--- config.mk ---
export PLATFORM = sky130hd
export DESIGN_NAME = pc_sequencer_flat
export DESIGN_NICKNAME = d
export VERILOG_FILES = /design/src/rtl/cpu_pkg.sv /design/src/rtl/pc_sequencer_if.sv /design/src/rtl/pc_sequencer_pc_next_calc.sv /design/src/rtl/pc_sequencer.sv /design/src/flat_wrapper.sv
export SDC_FILE = /design/constraint.sdc
export NUM_CORES = 1
export LEC_CHECK = 0
export BUFFER_PORTS_ARGS = -buffer_cell sky130_fd_sc_hd__buf_2
export CAP_MARGIN = 30
export CELL_PAD_IN_SITES_DETAIL_PLACEMENT = 2
export CELL_PAD_IN_SITES_GLOBAL_PLACEMENT = 2
export CORE_ASPECT_RATIO = 0.5
export CORE_MARGIN = 3
export CORE_UTILIZATION = 35
export CTS_BUF_LIST = sky130_fd_sc_hd__clkbuf_4
export CTS_CLUSTER_DIAMETER = 50
export DETAILED_ROUTE_END_ITERATION = 12
export GPL_ROUTABILITY_DRIVEN = 0
export PLACE_DENSITY = 0.89
export SKIP_LAST_GASP = 1
export SLEW_MARGIN = 15
export SYNTH_ARGS = -nofsm -noshare
export SYNTH_HDL_FRONTEND = slang
export SYNTH_HIERARCHICAL = 1
export SYNTH_SLANG_ARGS = --single-unit
--- constraint.sdc ---
create_clock -name clk -period 5.2 [get_ports clk]
set_input_delay 1.04 -clock clk [delete_from_list [all_inputs] [get_ports clk]]
set_output_delay 1.04 -clock clk [all_outputs]
set_load 0.05 [all_outputs]
--- src/rtl/cpu_pkg.sv ---
// Shared CPU types and widths for the PC sequencer, instruction ROM and decode.
package cpu_pkg;

    localparam int unsigned PC_W  = 10;
    localparam int unsigned OFF_W = 8;

    typedef logic [PC_W-1:0]  pc_t;
    typedef logic [OFF_W-1:0] off_t;

    typedef enum logic [1:0] {IDLE, RUN, DONE} seq_state_t;

    // Relative branch offsets are two's complement; widen to the pc width.
    function automatic pc_t sext_off(input off_t o);
        return {{(PC_W - OFF_W){o[OFF_W-1]}}, o};
    endfunction

endpackage

--- src/rtl/pc_sequencer_if.sv ---
// Control/status bundle between the sequencer and the run-control / decode side.
interface pc_sequencer_if
    import cpu_pkg::*;
#(
    parameter int unsigned CNT_W = 16
);

    logic             start;
    logic             stall;
    logic             halt;
    logic             branch_en;
    logic             branch_abs;
    pc_t              target;
    off_t             offset;
    pc_t              pc;
    logic             run;
    logic             done;
    logic [CNT_W-1:0] instr_cnt;

    modport master (
        output start, stall, halt, branch_en, branch_abs, target, offset,
        input  pc, run, done, instr_cnt
    );

    modport slave (
        input  start, stall, halt, branch_en, branch_abs, target, offset,
        output pc, run, done, instr_cnt
    );

endinterface

--- src/rtl/pc_sequencer_pc_next_calc.sv ---
// Next program counter for a running core: hold, absolute, relative or sequential step.
module pc_next_calc
    import cpu_pkg::*;
(
    input  pc_t  pc,
    input  logic stall,
    input  logic halt,
    input  logic branch_en,
    input  logic branch_abs,
    input  pc_t  target,
    input  off_t offset,
    output pc_t  pc_next
);

    // Additions are PC_W wide, so wrap-around modulo 2^PC_W falls out naturally.
    always_comb begin
        pc_next = pc + pc_t'(1);
        if (stall || halt) begin
            pc_next = pc;
        end else if (branch_en) begin
            pc_next = branch_abs ? target : pc + sext_off(offset);
        end
    end

endmodule

--- src/rtl/pc_sequencer.sv ---
// Run-control FSM, program counter register and saturating retired-instruction counter.
module pc_sequencer
    import cpu_pkg::*;
#(
    parameter pc_t         RESET_PC   = '0,
    parameter bit          AUTO_START = 1'b1,
    parameter int unsigned CNT_W      = 16
) (
    input logic           clk,
    input logic           reset,
    pc_sequencer_if.slave bus
);

    seq_state_t       state_q, state_d;
    pc_t              pc_q, pc_d;
    pc_t              pc_next;
    logic [CNT_W-1:0] cnt_q, cnt_d;
    logic [CNT_W-1:0] cnt_inc;

    pc_next_calc u_pc_next_calc (
        .pc         (pc_q),
        .stall      (bus.stall),
        .halt       (bus.halt),
        .branch_en  (bus.branch_en),
        .branch_abs (bus.branch_abs),
        .target     (bus.target),
        .offset     (bus.offset),
        .pc_next    (pc_next)
    );

    assign cnt_inc = (&cnt_q) ? cnt_q : cnt_q + CNT_W'(1);

    always_comb begin
        state_d = state_q;
        pc_d    = pc_q;
        cnt_d   = cnt_q;
        unique case (state_q)
            IDLE: begin
                if (bus.start || AUTO_START) begin
                    state_d = RUN;
                    pc_d    = RESET_PC;
                    cnt_d   = '0;
                end
            end
            RUN: begin
                if (bus.start) begin
                    pc_d  = RESET_PC;
                    cnt_d = '0;
                end else begin
                    pc_d = pc_next;
                    // A stalled cycle retires nothing, even if halt is presented.
                    if (!bus.stall) begin
                        cnt_d = cnt_inc;
                        if (bus.halt) begin
                            state_d = DONE;
                        end
                    end
                end
            end
            DONE: begin
                if (bus.start) begin
                    state_d = RUN;
                    pc_d    = RESET_PC;
                    cnt_d   = '0;
                end
            end
            default: begin
                state_d = IDLE;
                pc_d    = RESET_PC;
                cnt_d   = '0;
            end
        endcase
    end

    always_ff @(posedge clk or posedge reset) begin
        if (reset) begin
            state_q <= IDLE;
            pc_q    <= RESET_PC;
            cnt_q   <= '0;
        end else begin
            state_q <= state_d;
            pc_q    <= pc_d;
            cnt_q   <= cnt_d;
        end
    end

    assign bus.pc        = pc_q;
    assign bus.run       = (state_q == RUN);
    assign bus.done      = (state_q == DONE);
    assign bus.instr_cnt = cnt_q;

endmodule
--- src/flat_wrapper.sv ---
// flat-port wrapper written by rule: the top's interface ports become plain ports
module pc_sequencer_flat import cpu_pkg::*;
#(
    parameter pc_t         RESET_PC   = '0,
    parameter bit          AUTO_START = 1'b1,
    parameter int unsigned CNT_W      = 16
)
  (clk, reset, bus_start, bus_stall, bus_halt, bus_branch_en, bus_branch_abs, bus_target, bus_offset, bus_pc, bus_run, bus_done, bus_instr_cnt);
  pc_sequencer_if #(.CNT_W(CNT_W)) bus_i ();
  input logic clk;
  input logic reset;
  input wire logic [$bits(bus_i.start)-1:0] bus_start;
  input wire logic [$bits(bus_i.stall)-1:0] bus_stall;
  input wire logic [$bits(bus_i.halt)-1:0] bus_halt;
  input wire logic [$bits(bus_i.branch_en)-1:0] bus_branch_en;
  input wire logic [$bits(bus_i.branch_abs)-1:0] bus_branch_abs;
  input wire logic [$bits(bus_i.target)-1:0] bus_target;
  input wire logic [$bits(bus_i.offset)-1:0] bus_offset;
  output wire logic [$bits(bus_i.pc)-1:0] bus_pc;
  output wire logic [$bits(bus_i.run)-1:0] bus_run;
  output wire logic [$bits(bus_i.done)-1:0] bus_done;
  output wire logic [$bits(bus_i.instr_cnt)-1:0] bus_instr_cnt;
  assign bus_i.start = bus_start;
  assign bus_i.stall = bus_stall;
  assign bus_i.halt = bus_halt;
  assign bus_i.branch_en = bus_branch_en;
  assign bus_i.branch_abs = bus_branch_abs;
  assign bus_i.target = bus_target;
  assign bus_i.offset = bus_offset;
  assign bus_pc = bus_i.pc;
  assign bus_run = bus_i.run;
  assign bus_done = bus_i.done;
  assign bus_instr_cnt = bus_i.instr_cnt;
  pc_sequencer #(.RESET_PC(RESET_PC), .AUTO_START(AUTO_START), .CNT_W(CNT_W)) u_core (.clk(clk), .reset(reset), .bus(bus_i));
endmodule
### After elaboration in Yosys (flattened, before gate mapping)

Cells that the tools add are included.

| operators by class | value |
|---|---|
| add/sub/neg operators | 3 |
| equal/unequal tests | 9 |
| mux-type cells | 16 |
| reductions and logical operators | 6 |

Operator list:

| operator | count |
|---|---|
| $mux W16 | 4 |
| $mux W10 | 5 |
| $pmux W16 S2 | 1 |
| $pmux W10 S2 | 1 |
| $add A16 B1 Y16 const B | 1 |
| $reduce_and A16 Y1 | 1 |
| $add A10 B1 Y10 const B | 1 |
| $add A10 B10 Y10 | 1 |
| $ne A3 B3 Y1 const B | 3 |
| $mux W2 | 4 |
| $ne A2 B2 Y1 const B | 4 |
| $pmux W2 S3 | 1 |
| $reduce_and A4 Y1 | 1 |
| $reduce_and A3 Y1 | 1 |
| $eq A2 B1 Y1 const B | 1 |
| $eq A2 B2 Y1 const B | 1 |
| $logic_not A2 Y1 | 1 |
| $reduce_and A2 Y1 | 1 |
| $logic_or A1 B1 Y1 | 1 |

| storage, ports and cells | value |
|---|---|
| register bits | 28 |
| input port bits | 25 |
| output and inout port bits | 28 |
| word-level logic and storage cells | 37 |

### Depth between registers and ports, before layout

Gate-level depths: netlist (run 1).

| depth | value |
|---|---|
| depth after elaboration | 6 |
| gate-level depth with buffers | 9 |
| mapped depth without buffers | 9 |

### Hierarchy

Netlist (run 1), hierarchy kept.

By module, submodules not included:

| module | instances | cells an instance | area an instance (µm²) | seq. area each (µm²) |
|---|---|---|---|---|
| pc_sequencer | 1 | 143 | 1475.2 | 700.7 |
| pc_next_calc | 1 | 126 | 819.5 | 0.0 |

### Least setup slack after synthesis (run 1)

OpenSTA, ideal clock, no wires.

| timing | value |
|---|---|
| kind | input port to flip-flop |
| start | input bus_offset[0] |
| end | register u_core.pc_q[8] (netlist: u_core/bus.pc[8]) |
| library setup time | 0.121 ns |
| arrival | 2.809 ns |
| required time | 5.079 ns |
| path slack | 2.270 ns |
| stages on the path | 9 |
| path buffers | 0 |
| cells stage by stage | ha_1 fa_1 a211o_1 a21oi_2 o21ai_1 a21oi_2 xnor2_1 a31o_1 a22o_1 |

| between the ends | value |
|---|---|
| word-level cells in the longest chain between the ends | 6 |

Ends and longest elaborated chain:

| item | RTL line | source |
|---|---|---|
| start: declaration | flat_wrapper.sv:18 | `input wire logic [$bits(bus_i.offset)-1:0] bus_offset;` |
| $add A10 B10 Y10 | pc_sequencer_pc_next_calc.sv:21 | `pc_next = branch_abs ? target : pc + sext_off(offset);` |
| $mux W10 | pc_sequencer_pc_next_calc.sv:21 |  |
| $mux W10 | pc_sequencer_pc_next_calc.sv:20 | `end else if (branch_en) begin` |
| $mux W10 | pc_sequencer_pc_next_calc.sv:18 | `if (stall \|\| halt) begin` |
| via u_core.pc_next[8] | pc_sequencer.sv:16 | `pc_t pc_next;` |
| $mux W10 | pc_sequencer.sv:46 | `if (bus.start) begin` |
| $pmux W10 S2 | pc_sequencer.sv:37 | `unique case (state_q)` |
| end signal: assignment | pc_sequencer.sv:82 | `pc_q <= pc_d;` |
| end: declaration | pc_sequencer.sv:15 | `pc_t pc_q, pc_d;` |

The timed path passes the listed nets, and every way through them passes these cells. The select of a mux whose other input is x is not followed.
A chain may end at the register's enable or synchronous reset.

### Worst setup path in the final report (run 1)

Same ends and word-level chain as after synthesis.

==> out/qor.txt, run 1 <==
worst r2r src = u_core/bus.pc[0]
Crit. End Element = flop
Setup crit start = bus_offset[0]
DRT iter0 DRCs = 177
Final TNS setup = 0 ns
syn nets = 306
die footprint = 7620 um^2
clock tree buffer depth = 2
Yosys reg bits = 28
clk slew on worst S/H paths = 0.16 ns
Ys Warns = 6
syn_area_per_cell = 8.53 um^2
total CTS buffers = 3
post-cts sizing count = 0
GR Overflow Total = 0
Setup CP Type = primary input to flop
share of cells above drive strength 1 = 0.225
die span in x = 121 um
Max-slew headroom = 0.549
core area = 6210 um^2
DR DRC count = 0
largest family of logic cells by synthesized area = compound AO/OA/AOI/OAI gates
Ports = 53
Post-CTS Setup Bufs = 0
nets = 354
Vias/cell = 5.85
Die Y = 63.3 um
MaxCap Viol Count = 0
worst hold start = u_core/bus.instr_cnt[0]
Post-Syn Area = 2290 um^2
1st-pass router iterations = 4
WP data arrival = 3.12 ns
clk root buf = clkbuf_4
worst hold slack = 0.588 ns
Antenna Cells = 0
# fillers = 737
hold_buf cts = 0
initial antenna violation count = 0
clk_skew = 0.00674 ns
crit-path max cell delay = 0.44 ns
pwr/cell area = 176 nW/um^2
vias in the first global route = 2543
H-tree levels = 1
most common cell after layout, fill and taps aside = buf_2
critical-path cell list = buf_2 > ha_1 > fa_1 > a211o_1 > a21oi_2 > o21ai_1 > a21oi_2 > xnor2_1 > a31o_1 > a22o_1
Fin. Hold Viols = 0
Leak Pwr = 1.29 nW
endpoints failing setup = 0
simple-gate share of the synthesized area = 0.218
status = finished, final reports clean
min-delay worst type = flop to flop
Rows = 20
Synth Area in XOR/XNOR = 0.0267
Post-Route Utilization = 0.430
TritonCTS clock tree = done
flip-flop and latch area = 701 um^2
Post-synth EDFFs = 0
WL/cell = 19.1 um
most frequent CP cell = a21oi_2
Post-Route WL = 7730 um
synth unique cells = 60
post-synthesis adder-cell area fraction = 0.0687
top_reg_cell synth = dfrtp_1
fin crit share = 0.552
Starting Density = 0.370
most frequent cells in the layout = 52 x buf_2, 28 x dfrtp_1, 24 x nand2_1, 20 x o21ai_0, 16 x nor2_1
largest net degree at the start of global routing = 29
# port buffers = 52
min Tclk post-route = 2.87 ns
Critical Path Start Type = primary input
clk_lat worst skew = 0.34 ns
post-synthesis sequential area ratio = 0.305
DRT antenna net count = 0
multi-input combinational cell area = 1510 um^2
Tot GR Track Use = 0.216
RSZ-0062 raised after global routing = false
Synth async-reset ratio = 1.00
Syn Inst Count = 269
CTS sink cnt = 28
Fmax = 348 MHz
Least-Margin Pin Slew = 0.673 ns
Worst path slowest cell = fa_1
WP data required = 5.44 ns
Slew Viols, Final = 0
DP HPWL = 5900 um
peak supply drop = 0.0000762 V
first-pass GRT wire length = 13400 um
Compound-Gate Fraction of Synth Area = 0.297
mux share of post-synthesis cell area = 0.0442
via count = 2363
Layout area overhead = 16.4%
Crit Path Max Fanout = 3
[where the power goes]
group / switching, mW / internal, mW
sequential: 0.0125 / 0.224
combinational: 0.0903 / 0.0470
clock: 0.0684 / 0.0282
total: 0.171 / 0.299
[final cells by class]
cell class	instances	area share
Inverter	10	0.0141
Clock inverter	1	0.00141
Sequential cell	28	0.262
Timing Repair Buffer	55	0.106
Clock buffer	3	0.00843
Multi-Input combinational cell	219	0.567
Tap cell	88	0.0412
[stage by stage]
step	area (um^2)	instances	power, mW	setup WS [ns]
after floorplan	2290	269	0.331	2.27
after global placement	2640	399	0.368	2.08
after detailed placement	2640	400	0.377	1.96
after CTS	2670	404	0.476	2.33
after global routing	2670	404	0.503	2.26
final	2670	404	0.470	2.33
[state kept, by name, indices dropped and copies added, names as in the netlist]
register	cells
u_core/bus.pc	10
u_core/state_q	2
u_core/bus.instr_cnt	16
[routing by layer]
| metal | GRT usage | wire (um) |
|---|---|---|
| met2 | 0.393 | 3930 |
| met5 | 0 | 0 |
| met1 | 0.287 | 3560 |
| met4 | 0.0155 | 22 |
| met3 | 0.0278 | 218 |
[synth_stat cells (4+ instances only)]
cell type / number / area [um^2]
a21oi_1: 15 / 75.1
clkbuf_1: 10 / 37.5
o21a_1: 5 / 37.5
and3_1: 6 / 37.5
nor2b_1: 5 / 31.3
or3_1: 5 / 31.3
a211oi_1: 4 / 30.0
o21ai_0: 20 / 100
a22o_1: 10 / 87.6
o211ai_1: 6 / 45.0
a211o_1: 5 / 43.8
ha_1: 11 / 138
nor2_1: 16 / 60.1
mux2i_1: 9 / 90.1
dfrtp_1: 28 / 701
nand2b_1: 5 / 31.3
nand2_1: 24 / 90.1
nand3_1: 5 / 25.0
inv_1: 10 / 37.5
xnor2_1: 6 / 52.6
nor3_1: 7 / 35.0
[worst paths after layout]
check	end	slack [ns]	cells past startpoint
worst min-delay path	u_core/bus.instr_cnt[0]	0.59	1
min in group asynchronous	u_core/bus.pc[7]	0.75	3
worst max-delay path	u_core/bus.pc[8]	2.33	10
worst max register to register	u_core/bus.pc[8]	2.62	9
worst min register to register	u_core/bus.instr_cnt[0]	0.59	1
max in group asynchronous	u_core/bus.instr_cnt[5]	4.17	3
[worst max-delay path: cells and delay by family]
family,cells,cell delay (ns)
xor+xnor,1,0.08
compound gates,6,1.21
fa+ha+maj,2,0.68
buf+inv,1,0.10
[logic make-up (layout without fill, tap and decap cells)]
| kind of cell | count (synthesis) | in the layout |
|---|---|---|
| AOI/OAI and AO/OA | 97 | 97 |
| xor gates and xnor gates | 7 | 7 |
| adders and majority gates | 12 | 12 |
| buffers and inverters | 22 | 69 |
| DFF | 28 | 28 |
| muxes | 10 | 10 |
| and+or+nand+nor | 93 | 93 |
Power figures use the tool's default switching activity.
==> run 2, diff against run 1 <==
--- a/config.mk
+++ b/config.mk
@@ -11,12 +11,12 @@
 export CELL_PAD_IN_SITES_GLOBAL_PLACEMENT = 2
 export CORE_ASPECT_RATIO = 0.5
 export CORE_MARGIN = 3
-export CORE_UTILIZATION = 35
+export CORE_UTILIZATION = 30
 export CTS_BUF_LIST = sky130_fd_sc_hd__clkbuf_4
 export CTS_CLUSTER_DIAMETER = 50
 export DETAILED_ROUTE_END_ITERATION = 12
 export GPL_ROUTABILITY_DRIVEN = 0
-export PLACE_DENSITY = 0.89
+export PLACE_DENSITY = 0.81
 export SKIP_LAST_GASP = 1
 export SLEW_MARGIN = 15
 export SYNTH_ARGS = -nofsm -noshare
==> constraint.sdc (replaced) <==
create_clock -name clk -period 2.4 [get_ports clk]
set_input_delay 0.48 -clock clk [delete_from_list [all_inputs] [get_ports clk]]
set_output_delay 0.48 -clock clk [all_outputs]
set_load 0.05 [all_outputs]
==> run 2 against run 1 <==
Wire length rose by 4.0%. Worst hold slack got worse by 0.48 ns. Flip-flop and latch count did not move. Critical endpoint unchanged.
==> out/qor.txt, run 2 (synthesis gave the netlist of run 1 again) <==
status = finished, final reports clean (unchanged)
TritonCTS clock tree = done (unchanged)
clk_lat worst skew = 0.34 ns (about the same)
peak supply drop = 0.000152 V (was 0.0000762 V)
hold_buf cts = 0 (unchanged)
Antenna Cells = 0 (unchanged)
# fillers = 827 (was 737)
Crit. End Element = flop (unchanged)
DRT iter0 DRCs = 128 (was 177)
Flop pwr share = 0.476 (was 0.502)
share of cells above drive strength 1 = 0.260 (was 0.225)
Logic pwr share = 0.303 (was 0.292)
Layout area overhead = 20.8% (was 16.4%)
FF-to-FF setup slack = 0.09 ns (was 2.62 ns)
Rows = 21 (was 20)
Ports = 53 (unchanged)
most frequent cells in the layout = 52 x buf_2, 27 x dfrtp_1, 24 x nand2_1, 19 x o21ai_0, 16 x nor2_1 (was 52 x buf_2, 28 x dfrtp_1, 24 x nand2_1, 20 x o21ai_0, 16 x nor2_1)
die span in x = 130 um (was 121 um)
Pint = 0.675 mW (was 0.299 mW)
Psw = 0.387 mW (was 0.171 mW)
die footprint = 8800 um^2 (was 7620 um^2)
uppermost layer routed = met4 (unchanged)
MaxCap Viol Count = 0 (unchanged)
share of power burned in the clock network = 0.221 (was 0.206)
switching portion of total power = 0.364 (about the same)
fin crit share = 0.963
Post-CTS Setup Bufs = 0 (unchanged)
first-pass GRT wire length = 13300 um (was 13400 um)
Leak Pwr = 1.35 nW (was 1.29 nW)
initial antenna violation count = 0 (unchanged)
H-tree levels = 1 (unchanged)
vias in the first global route = 2575 (was 2543)
WP data arrival = 2.57 ns (was 3.12 ns)
DRT antenna net count = 0 (unchanged)
met1 WL = 3890 um (was 3560 um)
Placed Cells = 415 (was 400)
Crit Path Max Fanout = 2 (was 3)
worst r2r src = u_core/bus.pc[0] (unchanged)
Least-Margin Pin Slew = 0.581 ns (was 0.673 ns)
multi-input combinational cell area = 1520 um^2 (was 1510 um^2)
Vias/cell = 5.76 (was 5.85)
Final TNS setup = 0 ns (unchanged)
core area = 7040 um^2 (was 6210 um^2)
Post-Route WL = 8050 um (was 7730 um)
DR DRC count = 0 (unchanged)
Setup CP Type = flop to flop (was primary input to flop)
DR WL met3 = 177 um (was 218 um)
clock tree buffer depth = 2 (unchanged)
routed wl met2 = 3860 um (was 3930 um)
1st-pass router iterations = 4 (unchanged)
Fin. Hold Viols = 0 (unchanged)
largest net degree at the start of global routing = 23 (was 29)
Die Y = 67.8 um (was 63.3 um)
WL/cell = 19.2 um (was 19.1 um)
min Tclk post-route = 2.31 ns
Starting Density = 0.326 (was 0.370)
Critical Path Start Type = flop (was primary input)
GR Overflow Total = 0 (unchanged)
WP data required = 2.66 ns (was 5.44 ns)
via count = 2412 (was 2363)
clk_skew = 0.00687 ns (was 0.00674 ns)
CTS sink cnt = 28 (unchanged)
Slew Viols, Final = 0 (unchanged)
endpoints failing setup = 0 (unchanged)
# port buffers = 52 (unchanged)
Post-Layout Cell Count = 419 (was 404)
DP HPWL = 6290 um (was 5900 um)
max reg flops = 16 (unchanged)
flip-flop and latch area = 702 um^2 (was 701 um^2)
pwr/cell area = 383 nW/um^2 (was 176 nW/um^2)
clk root buf = clkbuf_4 (unchanged)
Fmax = 433 MHz
total CTS buffers = 3 (unchanged)
Tot GR Track Use = 0.188 (was 0.216)
min-delay worst type = primary input to async pin (was flop to flop)
clk slew on worst S/H paths = 0.17 ns (was 0.16 ns)
most common cell after layout, fill and taps aside = buf_2 (unchanged)
nets = 365 (was 354)
RSZ-0062 raised after global routing = false (unchanged)
worst-case reg-to-reg path depth = 9 (unchanged)
Max-slew headroom = 0.610 (was 0.549)
worst r2r dst = u_core/bus.pc[8] (unchanged)
-- run 2: cell types whose count changed in the layout (fill, tap and decap cells not counted), sizes merged --
cell	change
buf	+11
clkbuf	+1
clkinv	-1
-- run 2: per-layer routing --
layer  track usage  up-vias
li1              -     1138
met3        0.0234       12
met2         0.331       42
met4        0.0337        0
met1         0.252     1220
met5             0        -
-- run 2: worst max-delay path: stages, from the launching register on --
cell and delay (ns):
dfrtp_2 0.47, ha_4 0.17, fa_2 0.34, a211o_1 0.30
a21oi_2 0.18, o21ai_1 0.10, a21oi_2 0.16, xnor2_1 0.08
a31o_1 0.22, a22o_1 0.19
-- run 2: cell type report --
cell class                      count  area share
Clock buffer                        4      0.0108
Inverter                           10      0.0135
Multi-Input combinational cell    219       0.549
Sequential cell                    28       0.253
Tap cell                           92      0.0415
Timing Repair Buffer               66       0.132
-- run 2: worst max-delay path by stage --
stage	endpoint	depth (start not counted)	slack [ns]	from
5_1_grt	u_core/bus.pc[8]	9	0.0008	u_core/bus.pc[0]
2_1_floorplan	u_core/bus.pc[8]	9	0.05	u_core/bus.pc[0]
6_report	u_core/bus.pc[8]	9	0.09	u_core/bus.pc[0]
3_5_place_dp	u_core/bus.pc[8]	10	-0.08	bus_offset[0]
3_3_place_gp	u_core/bus.pc[8]	10	-0.008	bus_offset[0]
4_1_cts	u_core/bus.pc[8]	9	0.06	u_core/bus.pc[0]
-- run 2: power by group through the flow --
stage / logic [mW] / clock network, mW / registers, mW
floorplan: 0.171 / 0 / 0.547
global placement: 0.303 / 0 / 0.513
detailed placement: 0.321 / 0 / 0.515
CTS: 0.322 / 0.241 / 0.506
global route: 0.355 / 0.261 / 0.509
finish: 0.321 / 0.235 / 0.506
-- run 2: what timing repair did --
action	4_1_cts	5_1_grt
endpoints found under the setup margin	0	2
resized for setup	0	1
endpoints found under the hold margin	0	0
-- run 2: stage by stage --
step	cell area (um^2)	setup WS (ns)	hold slack, ns	utilization	power, mW
2_1_floorplan	2310	0.0454	0.497	-	0.718
3_3_place_gp	2740	-0.00801	0.516	0.389	0.816
3_5_place_dp	2740	-0.0818	0.522	0.389	0.836
4_1_cts	2770	0.0596	0.124	0.394	1.07
5_1_grt	2770	0.000848	0.129	0.394	1.12
6_report	2770	0.0894	0.111	0.394	1.06
